===== src/rtl/beacon_pkg.sv =====
// Shared types and helpers for the beacon tower decoder: FSM states, default
// widths and the wrapped pulse-width calculation.
package beacon_pkg;

  localparam int DEF_CNT_W         = 16;
  localparam int DEF_TICKS_PER_REV = 2048;

  typedef enum logic [1:0] {
    UNSYNC,
    SEARCH,
    PULSE,
    CALC
  } beacon_state_t;

  // A pulse whose fall angle is below its rise angle straddled the index mark.
  function automatic logic [31:0] wrapped_width(input logic [31:0] rise_a,
                                                input logic [31:0] fall_a,
                                                input logic [31:0] ticks);
    logic [31:0] w;
    w = fall_a - rise_a;
    if (fall_a < rise_a) w = w + ticks;
    return w;
  endfunction

endpackage


===== src/rtl/beacon_tower_decoder_if.sv =====
// Beacon result bundle handed from the tower decoder to the SPI register-write
// FSM; the decoder drives it through the master modport.
interface beacon_tower_decoder_if #(
  parameter int CNT_W = beacon_pkg::DEF_CNT_W
);
  logic [CNT_W-1:0] beacon_rising_edge;
  logic [CNT_W-1:0] beacon_falling_edge;
  logic [CNT_W-1:0] position;
  logic             position_direction;
  logic             beacon_detection;
  logic             upd;

  modport master (
    output beacon_rising_edge, beacon_falling_edge, position,
    output position_direction, beacon_detection, upd
  );

  modport slave (
    input beacon_rising_edge, beacon_falling_edge, position,
    input position_direction, beacon_detection, upd
  );
endinterface


===== src/rtl/beacon_tower_decoder_quad_step.sv =====
// x4 quadrature step decoder: compares the synchronised A/B pair against its
// previous value and reports a single Gray step and its direction.
module quad_step_decoder (
  input  logic clk,
  input  logic reset,
  input  logic a,
  input  logic b,
  output logic step,
  output logic dir
);

  logic [1:0] ab_q, ab_d;

  always_comb ab_d = {a, b};

  // NOTE: sequential state uses non-blocking (<=) so every flop samples the
  // pre-edge value of its neighbours; blocking here would create order races.
  always_ff @(posedge clk or negedge reset) begin
    if (!reset) ab_q <= '0;
    else        ab_q <= ab_d;
  end

  // NOTE: outputs get a default first so no path through the case leaves
  // them unassigned, which would otherwise infer a latch.
  always_comb begin
    step = 1'b0;
    dir  = 1'b0;
    case ({ab_q, a, b})
      // A leads B: 00 -> 10 -> 11 -> 01 -> 00
      4'b00_10, 4'b10_11, 4'b11_01, 4'b01_00: begin
        step = 1'b1;
        dir  = 1'b1;
      end
      4'b00_01, 4'b01_11, 4'b11_10, 4'b10_00: begin
        step = 1'b1;
        dir  = 1'b0;
      end
      default: ;  // no change, or an illegal double-bit jump
    endcase
  end

endmodule


===== src/rtl/beacon_tower_decoder.sv =====
// Rotating laser tower decoder: encoder angle, index re-zero and beacon pulse
// timestamping. Optional stall watchdog enabled by defining TOWER_STALL_EN.
module beacon_tower_decoder
  import beacon_pkg::*;
#(
  parameter int CNT_W         = DEF_CNT_W,
  parameter int TICKS_PER_REV = DEF_TICKS_PER_REV,
  parameter int FILT_LEN      = 4,
  parameter int MIN_WIDTH     = 3
`ifdef TOWER_STALL_EN
  , parameter int STALL_CYCLES = 5_000_000
`endif
) (
  input  logic clk,
  input  logic reset,
  input  logic laser_sig,
  input  logic laser_sync,
  input  logic cod_a,
  input  logic cod_b,
  beacon_tower_decoder_if.master bus
`ifdef TOWER_STALL_EN
  , output logic tower_stall
`endif
);

  localparam int               FC_W      = $clog2(FILT_LEN + 1);
  localparam logic [CNT_W-1:0] ANGLE_MAX = CNT_W'(TICKS_PER_REV - 1);
  localparam logic [CNT_W:0]   TICKS_W   = (CNT_W + 1)'(TICKS_PER_REV);
  localparam logic [CNT_W:0]   MIN_W     = (CNT_W + 1)'(MIN_WIDTH);

  // Bit order in the synchroniser: {laser_sig, laser_sync, cod_a, cod_b}
  logic [3:0]       meta_q, meta_d, sync_q, sync_d;
  logic             laser_s, lsync_s, a_s, b_s;
  logic             filt_q, filt_d, filt_prev_q, filt_prev_d;
  logic [FC_W-1:0]  filt_cnt_q, filt_cnt_d;
  logic             lsync_prev_q, lsync_prev_d;
  logic             step, step_dir;
  logic [CNT_W-1:0] angle_q, angle_d;
  logic             dir_q, dir_d;

  beacon_state_t    state_q, state_d;
  logic [CNT_W-1:0] rise_a_q, rise_a_d, fall_a_q, fall_a_d;
  logic             rise_dir_q, rise_dir_d;
  logic [CNT_W-1:0] rise_out_q, rise_out_d, fall_out_q, fall_out_d;
  logic [CNT_W-1:0] pos_q, pos_d;
  logic             pos_dir_q, pos_dir_d;
  logic             det_q, det_d, upd_q, upd_d, seen_q, seen_d;
  logic [CNT_W:0]   w, pos_sum;
  logic             filt_rise, filt_fall, sync_edge, stall_event;

  assign {laser_s, lsync_s, a_s, b_s} = sync_q;
  assign filt_rise = filt_q & ~filt_prev_q;
  assign filt_fall = ~filt_q & filt_prev_q;
  assign sync_edge = lsync_s & ~lsync_prev_q;

  quad_step_decoder u_quad (
    .clk  (clk),
    .reset(reset),
    .a    (a_s),
    .b    (b_s),
    .step (step),
    .dir  (step_dir)
  );

  // Front end: synchronisers, laser debounce, angle counter.
  always_comb begin
    meta_d       = {laser_sig, laser_sync, cod_a, cod_b};
    sync_d       = meta_q;
    filt_prev_d  = filt_q;
    lsync_prev_d = lsync_s;
    filt_d       = filt_q;
    filt_cnt_d   = '0;
    if (laser_s != filt_q) begin
      if (filt_cnt_q == FC_W'(FILT_LEN - 1)) filt_d     = laser_s;
      else                                   filt_cnt_d = filt_cnt_q + 1'b1;
    end

    angle_d = angle_q;
    dir_d   = step ? step_dir : dir_q;
    if (sync_edge) begin
      angle_d = '0;
    end else if (step) begin
      if (step_dir) angle_d = (angle_q == ANGLE_MAX) ? '0 : angle_q + 1'b1;
      else          angle_d = (angle_q == '0) ? ANGLE_MAX : angle_q - 1'b1;
    end
  end

  // Pulse FSM and registered result bundle.
  always_comb begin
    state_d    = state_q;
    rise_a_d   = rise_a_q;
    fall_a_d   = fall_a_q;
    rise_dir_d = rise_dir_q;
    rise_out_d = rise_out_q;
    fall_out_d = fall_out_q;
    pos_d      = pos_q;
    pos_dir_d  = pos_dir_q;
    det_d      = det_q;
    seen_d     = seen_q;
    upd_d      = 1'b0;

    w       = (CNT_W + 1)'(wrapped_width(32'(rise_a_q), 32'(fall_a_q), 32'(TICKS_PER_REV)));
    pos_sum = {1'b0, rise_a_q} + (w >> 1);

    if (sync_edge) begin
      seen_d = 1'b0;
      if (!seen_q) det_d = 1'b0;
    end

    case (state_q)
      UNSYNC: if (sync_edge) state_d = SEARCH;
      SEARCH: if (filt_rise) begin
        rise_a_d   = angle_q;
        rise_dir_d = dir_q;
        state_d    = PULSE;
      end
      PULSE: if (filt_fall) begin
        fall_a_d = angle_q;
        state_d  = CALC;
      end
      CALC: begin
        if (w >= MIN_W) begin
          rise_out_d = rise_a_q;
          fall_out_d = fall_a_q;
          pos_d      = (pos_sum >= TICKS_W) ? CNT_W'(pos_sum - TICKS_W) : CNT_W'(pos_sum);
          pos_dir_d  = rise_dir_q;
          det_d      = 1'b1;
          seen_d     = 1'b1;
          upd_d      = 1'b1;
        end
        state_d = SEARCH;
      end
      default: state_d = UNSYNC;
    endcase

    if (stall_event) begin
      state_d = UNSYNC;
      det_d   = 1'b0;
      upd_d   = 1'b0;
    end
  end

`ifdef TOWER_STALL_EN
  localparam int SC_W = $clog2(STALL_CYCLES + 1);

  logic [SC_W-1:0] stall_cnt_q, stall_cnt_d;
  logic            stall_q, stall_d;

  // Counter saturates at STALL_CYCLES so the stall fires once per stoppage.
  always_comb begin
    stall_cnt_d = stall_cnt_q;
    stall_d     = stall_q;
    stall_event = 1'b0;
    if (step) begin
      stall_cnt_d = '0;
      stall_d     = 1'b0;
    end else if (stall_cnt_q != SC_W'(STALL_CYCLES)) begin
      stall_cnt_d = stall_cnt_q + 1'b1;
      if (stall_cnt_q == SC_W'(STALL_CYCLES - 1)) begin
        stall_event = 1'b1;
        stall_d     = 1'b1;
      end
    end
  end

  always_ff @(posedge clk or negedge reset) begin
    if (!reset) begin
      stall_cnt_q <= '0;
      stall_q     <= 1'b0;
    end else begin
      stall_cnt_q <= stall_cnt_d;
      stall_q     <= stall_d;
    end
  end

  assign tower_stall = stall_q;
`else
  assign stall_event = 1'b0;
`endif

  always_ff @(posedge clk or negedge reset) begin
    if (!reset) begin
      meta_q       <= '0;
      sync_q       <= '0;
      filt_q       <= 1'b0;
      filt_cnt_q   <= '0;
      filt_prev_q  <= 1'b0;
      lsync_prev_q <= 1'b0;
      angle_q      <= '0;
      dir_q        <= 1'b0;
      state_q      <= UNSYNC;
      rise_a_q     <= '0;
      fall_a_q     <= '0;
      rise_dir_q   <= 1'b0;
      rise_out_q   <= '0;
      fall_out_q   <= '0;
      pos_q        <= '0;
      pos_dir_q    <= 1'b0;
      det_q        <= 1'b0;
      upd_q        <= 1'b0;
      seen_q       <= 1'b0;
    end else begin
      meta_q       <= meta_d;
      sync_q       <= sync_d;
      filt_q       <= filt_d;
      filt_cnt_q   <= filt_cnt_d;
      filt_prev_q  <= filt_prev_d;
      lsync_prev_q <= lsync_prev_d;
      angle_q      <= angle_d;
      dir_q        <= dir_d;
      state_q      <= state_d;
      rise_a_q     <= rise_a_d;
      fall_a_q     <= fall_a_d;
      rise_dir_q   <= rise_dir_d;
      rise_out_q   <= rise_out_d;
      fall_out_q   <= fall_out_d;
      pos_q        <= pos_d;
      pos_dir_q    <= pos_dir_d;
      det_q        <= det_d;
      upd_q        <= upd_d;
      seen_q       <= seen_d;
    end
  end

  assign bus.beacon_rising_edge  = rise_out_q;
  assign bus.beacon_falling_edge = fall_out_q;
  assign bus.position            = pos_q;
  assign bus.position_direction  = pos_dir_q;
  assign bus.beacon_detection    = det_q;
  assign bus.upd                 = upd_q;

endmodule


===== src/flat_wrapper.sv =====
// flat-port wrapper written by rule: the top's interface ports become plain ports
module beacon_tower_decoder_flat import beacon_pkg::*;
#(
  parameter int CNT_W         = DEF_CNT_W,
  parameter int TICKS_PER_REV = DEF_TICKS_PER_REV,
  parameter int FILT_LEN      = 4,
  parameter int MIN_WIDTH     = 3

)
  (clk, reset, laser_sig, laser_sync, cod_a, cod_b, bus_beacon_rising_edge, bus_beacon_falling_edge, bus_position, bus_position_direction, bus_beacon_detection, bus_upd);
  beacon_tower_decoder_if #(.CNT_W(CNT_W)) bus_i ();
  input  logic clk;
  input  logic reset;
  input  logic laser_sig;
  input  logic laser_sync;
  input  logic cod_a;
  input  logic cod_b;
  output wire logic [$bits(bus_i.beacon_rising_edge)-1:0] bus_beacon_rising_edge;
  output wire logic [$bits(bus_i.beacon_falling_edge)-1:0] bus_beacon_falling_edge;
  output wire logic [$bits(bus_i.position)-1:0] bus_position;
  output wire logic [$bits(bus_i.position_direction)-1:0] bus_position_direction;
  output wire logic [$bits(bus_i.beacon_detection)-1:0] bus_beacon_detection;
  output wire logic [$bits(bus_i.upd)-1:0] bus_upd;
  assign bus_beacon_rising_edge = bus_i.beacon_rising_edge;
  assign bus_beacon_falling_edge = bus_i.beacon_falling_edge;
  assign bus_position = bus_i.position;
  assign bus_position_direction = bus_i.position_direction;
  assign bus_beacon_detection = bus_i.beacon_detection;
  assign bus_upd = bus_i.upd;
  beacon_tower_decoder #(.CNT_W(CNT_W), .TICKS_PER_REV(TICKS_PER_REV), .FILT_LEN(FILT_LEN), .MIN_WIDTH(MIN_WIDTH)) u_core (.clk(clk), .reset(reset), .laser_sig(laser_sig), .laser_sync(laser_sync), .cod_a(cod_a), .cod_b(cod_b), .bus(bus_i));
endmodule

===== config.mk =====
export PLATFORM = sky130hd
export DESIGN_NAME = beacon_tower_decoder_flat
export DESIGN_NICKNAME = d
export VERILOG_FILES = /design/src/rtl/beacon_pkg.sv /design/src/rtl/beacon_tower_decoder_if.sv /design/src/rtl/beacon_tower_decoder_quad_step.sv /design/src/rtl/beacon_tower_decoder.sv /design/src/flat_wrapper.sv
export SDC_FILE = /design/constraint.sdc
export NUM_CORES = 1
export LEC_CHECK = 0
export ABC_AREA = 1
export CAP_MARGIN = 20
export CELL_PAD_IN_SITES_DETAIL_PLACEMENT = 1
export CELL_PAD_IN_SITES_GLOBAL_PLACEMENT = 2
export CORE_UTILIZATION = 34
export DETAILED_ROUTE_END_ITERATION = 16
export PLACE_DENSITY_LB_ADDON = 0.3
export SLEW_MARGIN = 20
export SYNTH_ARGS = -nofsm -noshare
export SYNTH_HDL_FRONTEND = slang
export SYNTH_SLANG_ARGS = --single-unit
export TNS_END_PERCENT = 20

===== constraint.sdc =====
create_clock -name clk -period 5.1 [get_ports clk]
set_clock_uncertainty 0.2 [all_clocks]
set_input_delay 1.02 -clock clk [delete_from_list [all_inputs] [get_ports clk]]
set_output_delay 1.02 -clock clk [all_outputs]
set_load 0.1 [all_outputs]

# Word level (Yosys, flattened, before mapping)
# Cells that the tools add are included.
# Widths: inputs -> output; s select.
[classes] add_sub_neg=7 mul=0 div=0 n_lt_le_gt_ge=3 n_eq_ne=17 n_shift=0 n_mux=24 n_bitwise=6 n_reduce_logical=10
[op_table] operator="$mux 16" count=6
[op_table] operator="$add 16x16->17" count=1
[op_table] operator="$add 17x12->17 const B" count=1
[op_table] operator="$ge 17x12->1 const B" count=1
[op_table] operator="$ge 17x2->1 const B" count=1
[op_table] operator="$mux 17" count=1
[op_table] operator="$sub 16x16->17" count=1
[op_table] operator="$add 16x1->16 const B" count=1
[op_table] operator="$eq 16x11->1 const B" count=1
[op_table] operator="$eq 4x4->1 const B" count=4
[op_table] operator="$logic_not 16->1" count=1
[op_table] operator="$lt 16x16->1" count=1
[op_table] operator="$sub 16x1->16 const B" count=1
[op_table] operator="$sub 16x12->16 const B" count=1
[op_table] operator="$mux 1" count=11
[op_table] operator="$eq 4x3->1 const B" count=2
[op_table] operator="$pmux 2 s4" count=1
[op_table] operator="$reduce_and 2->1" count=4
[op_table] operator="$reduce_or 8->1" count=1
[op_table] operator="$mux 2" count=3
[op_table] operator="$mux 3" count=2
[op_table] operator="$ne 2x1->1 const B" count=3
[op_table] operator="$eq 2x2->1 const B" count=2
[op_table] operator="$eq 4x1->1 const B" count=1
[op_table] operator="other kinds (11)" count=15
[totals] register_bits=120 latchBits=0 ram_bits=0 mem_bits_ro=0 inputBits=6 out_inout_bits=51 elab_cells=87 n_memories=0

# Longest topological paths before layout
[logic_depth] word_depth=6 depth_mapped=36 ltp_nobuf=36

# Modules after synthesis
# Synthesis repeated with hierarchy kept, for this count alone.
[unflattened] hier_cells=1115 area_unflattened_um2=7754.9
[modules_own_cells] mod="beacon_tower_decoder" n_inst=1 cells_each=1093 area_per_inst_um2=7614.8 seq_area_each_um2=2952.8
[modules_own_cells] mod="quad_step_decoder" n_inst=1 cells_each=22 area_per_inst_um2=140.1 seq_area_each_um2=50.0

# Worst setup path before layout
# Ideal clock, no wire load.
[synth_path] kind="reg-to-reg" from="reg u_core.fall_a_q[0]" to="reg u_core.pos_q[15], in the netlist u_core.bus.position[15]" setup_ps=122 arrival_ps=3671 t_required_ps=4778 path_slack_ps=1106 stages_incl_launch_ff=33 n_path_buf=0 synth_period_minus_slack_ps=3994 cell_sequence="dfrtp_1 inv_1 ha_1 inv_1 fa_1 nand3_1 nand2_1 nand2_1 nand2_1 nand2_1 nand3_1 nand2_1 ha_1 inv_1 nor2_2 nand3_1 nand2_1 nand2_1 ha_1 inv_1 nor3_1 and2_1 nand2_1 nand2_1 nand2_1 nand2_1 nand4_1 nor2_1 nand2_1 inv_1 nor2_1 nand3_1 nand2_1"
[synth_between] elab_chain_len=6 elab_cells_between_ends=10 cone_classes="4 x add/sub; 3 x order compare; 2 x mux; 1 x reduce/logical"
[synth_rtl] element="start, declared" line="beacon_tower_decoder.sv:42" source="logic [CNT_W-1:0] rise_a_q, rise_a_d, fall_a_q, fall_a_d;"
[synth_rtl] element="start signal, assigned" line="beacon_tower_decoder.sv:213" source="fall_a_q <= fall_a_d;"
[synth_rtl] element="$sub 16x16->17" line="beacon_pkg.sv:20" source="w = fall_a - rise_a;"
[synth_rtl] element="$add 17x12->17" line="beacon_pkg.sv:21" source="if (fall_a < rise_a) w = w + ticks;"
[synth_rtl] element="$mux 17 *" line="beacon_pkg.sv:21"
[synth_rtl] element="$add 16x16->17" line="beacon_tower_decoder.sv:103" source="pos_sum = {1'b0, rise_a_q} + (w >> 1);"
[synth_rtl] element="$sub 16x12->16 or $ge 17x12->1 (tied branches)" line="beacon_tower_decoder.sv:125" source="pos_d = (pos_sum >= TICKS_W) ? CNT_W'(pos_sum - TICKS_W) : CNT_W'(pos_sum);"
[synth_rtl] element="$mux 16" line="beacon_tower_decoder.sv:125"
[synth_rtl] element="end signal, assigned" line="beacon_tower_decoder.sv:217" source="pos_q <= pos_d;"
[synth_rtl] element="end, declared" line="beacon_tower_decoder.sv:45" source="logic [CNT_W-1:0] pos_q, pos_d;"
# Mark *: on every way between the ends. The rest lies on a longest branch, timed or not.
# A chain may end at the register's enable or synchronous reset.

# Worst setup path in the final report
# Ends and elaborated chain as after synthesis.

==> results by group <==
Status
  • Status: finished, violations left
  • Failing checks: design-rule violations

Setup path
  • Slowest stage delay, CP: 0.40 ns
  • Slowest CP cell: ha_1
  • CP endpoint kind: flop
  • Crit path DAT: 4.70 ns
  • Worst path required time: 5.21 ns
  • WS Path Type: flop to flop
  • R2R Setup Slk: 0.51 ns
  • CP startpoint kind: flop
  • FF-to-FF End: u_core.bus.position[15]
  • Cells on worst reg2reg path: 30
  • CP dominant cell by count: nand2_1
  • Worst r2r src: u_core.fall_a_q[0]
  • Worst-path fanout max: 5

Final layout
  • Nets: 1,184
  • Area delta synth->final: 18.9%
  • Footprint of the multi-input gates: 0.00398 sq mm
  • Reg area: 0.00300 sq mm
  • Leading cell type in the layout, fill and taps excluded: nand2_1
  • Fillers: 2,748
  • Share of layout cells above drive strength 1: 0.0576
  • Commonest non-fill, non-tap cells in the layout: 357 x nand2_1, 145 x inv_1, 120 x dfrtp_1, 105 x nand3_1, 68 x o21ai_0
  • Design Area, Final: 0.00913 sq mm
  • Antenna diode count: 0

Global route
  • GRT Util Overall: 0.211
  • First-pass GRT wire length: 38,600 microns
  • Antenna violations before repair: 0
  • Overflow after GRT: 0
  • Largest net degree at the start of global routing: 64
  • Vias in the first global route: 7,536

Clock tree
  • Post_cts resized: 0
  • # hold bufs at CTS: 0
  • TritonCTS clock tree: done
  • Clock transition at path regs: 0.06 ns
  • CTS root buffer: clkbuf_16
  • H-tree levels: 4
  • Setup repair bufs after CTS: 0
  • # clock sinks: 120
  • CTS Buf Count: 17
  • CTS max path bufs: 2
  • Skew-Pair Late Insertion Delay: 0.42 ns

Timing
  • FMAX: 218 MHz
  • Worst-margin pin slew: 0.990 ns
  • Crit share post-route: 0.900
  • Min cycle time layout: 4.59 ns
  • Final setup fails: 0
  • Worst setup margin: 0.512 ns
  • Fin Setup TNS: 0 ns
  • Max_slew headroom: 0.338
  • RSZ-0062 raised after global routing: false
  • Final hold violation count: 0
  • Slew Viols, Final: 0

Detailed routing
  • Routed vias: 7,041
  • Initial DRC count: 295
  • Routed Wire Length: 22,800 microns
  • Routed vias/inst: 4.94
  • WL met2: 11,500 microns
  • Drt drc: 2
  • Metal3 WL: 510 microns
  • Wire per inst: 16.0 microns
  • Routed length on met1: 10,400 microns
  • Pre-antenna DRT Iters: 10
  • Highest Signal Layer: met4
  • Routed Antenna Nets: 0

Yosys
  • Cells after Synth: 1,077
  • Synth Cell Area: 0.00768 sq mm
  • Avg Inst Size Synth: 7.13 sq um
  • Post-Syn Nets: 1,128
  • Number of synthesized flops with an enable pin: 0
  • Synth warnings: 0
  • Fraction of registers with async set/reset: 1.00
  • Predominant post-synthesis flop cell: dfrtp_1
  • Cell variety after synth: 40
  • Seq/Total Area, Yosys: 0.391
  • Number of synthesized register bits: 120

Placement
  • Worst slack at placement: 0.494 ns
  • Port buffer count: 56
  • Post-DP Area: 0.00851 sq mm
  • Routability cong.: 0.832
  • Dpl hpwl: 17,100 microns

Flow run
  • Max cap viols: 0

Die
  • Top Ports: 57
  • Total core area: 0.0220 sq mm
  • # rows: 54
  • Die Wd: 152 microns
  • Initial Utilization: 0.350
  • Die area: 0.0232 sq mm
  • Die Y-Extent: 152 microns

Min path
  • Worst Hold Depth: 0
  • End of the worst hold path: u_core.sync_q[2]
  • HP Start: u_core.meta_q[2]
  • Hold WC Path Type: flop to flop
metal layers:
layer | GRT usage | vias up
met2 | 0.382 | 68
met3 | 0.0259 | 24
li1 | - | 3544
met5 | 0 | -
met4 | 0.0661 | 0
met1 | 0.260 | 3405
worst max path at each step:
| stage | start | to | slack [ns] | cells after the start |
|---|---|---|---|---|
| detailed placement | u_core.fall_a_q[0] | u_core.bus.position[15] | 0.49 | 33 |
| CTS | u_core.fall_a_q[0] | u_core.bus.position[15] | 0.45 | 33 |
| floorplan | u_core.fall_a_q[0] | u_core.bus.position[15] | 1.11 | 32 |
| global placement | u_core.fall_a_q[0] | u_core.bus.position[15] | 0.57 | 30 |
| global route | u_core.fall_a_q[0] | u_core.bus.position[15] | 0.03 | 30 |
| finish | u_core.fall_a_q[0] | u_core.bus.position[15] | 0.51 | 30 |
worst max-delay path: cells and delay by family, from the launching register on:
family                     cells  cell delay [ns]
buffers and inverters          4             0.34
and+or+nand+nor               21             2.16
DFF                            1             0.39
adders and majority gates      5             1.39
sequential cells by signal, indices dropped and copies added, names as in the netlist:
| register | count |
|---|---|
| u_core.state_q | 2 |
| u_core.u_quad.ab_q | 2 |
| u_core.bus.upd | 1 |
| u_core.dir_q | 1 |
| u_core.seen_q | 1 |
| u_core.fall_a_q | 16 |
| u_core.bus.beacon_rising_edge | 16 |
| u_core.rise_a_q | 16 |
| u_core.filt_cnt_q | 3 |
| u_core.bus.beacon_falling_edge | 16 |
| u_core.bus.position_direction | 1 |
| u_core.rise_dir_q | 1 |
| u_core.bus.beacon_detection | 1 |
| u_core.sync_q | 4 |
| u_core.lsync_prev_q | 1 |
| u_core.meta_q | 4 |
| u_core.filt_prev_d | 1 |
| u_core.bus.position | 16 |
| u_core.filt_prev_q | 1 |
| u_core.angle_q | 16 |
cells by family (layout without fill, tap and decap cells):
| family | Yosys count | count (layout) | synth area share |
|---|---|---|---|
| xor+xnor | 28 | 28 | 0.0319 |
| flops | 120 | 120 | 0.391 |
| simple gates | 584 | 584 | 0.324 |
| compound gates | 120 | 120 | 0.0849 |
| buf+inv | 180 | 248 | 0.0931 |
| fa+ha+maj | 45 | 45 | 0.0753 |
stage by stage:
stage | hold slack (ns) | cells | util
5_1_grt | 0.165 | 1425 | 0.416
6_report | 0.149 | 1425 | 0.416
3_5_place_dp | 0.137 | 1394 | 0.388
4_1_cts | 0.152 | 1425 | 0.415
3_3_place_gp | 0.134 | 1394 | 0.388
2_1_floorplan | 0.131 | 1077 | -
final cells by class:
class	count	share of cell area
multi-input combinational	777	0.436
sequential	120	0.329
timing repair buffer	65	0.0685
inverter	152	0.0625
clock buffer	20	0.0489
tap	280	0.0384
clock inverter	11	0.0162
cells in the mapped netlist, types with 5 or more instances:
master | count | area, sq um
a21oi_1 | 32 | 160
buf_4 | 5 | 37.5
clkbuf_1 | 14 | 52.6
dfrtp_1 | 120 | 3000
ha_1 | 43 | 538
inv_1 | 145 | 544
inv_2 | 5 | 18.8
nand2_1 | 358 | 1340
nand3_1 | 106 | 531
nand3b_1 | 8 | 60.1
nand4_1 | 14 | 87.6
nor2_1 | 64 | 240
nor3_1 | 13 | 65.1
o211ai_1 | 5 | 37.5
o21ai_0 | 68 | 340
or2_2 | 5 | 31.3
xnor2_1 | 8 | 70.1
xor2_1 | 20 | 175
Power is not shown: default switching activity piles up to over one toggle a cycle in this logic, so the estimate is an artifact.
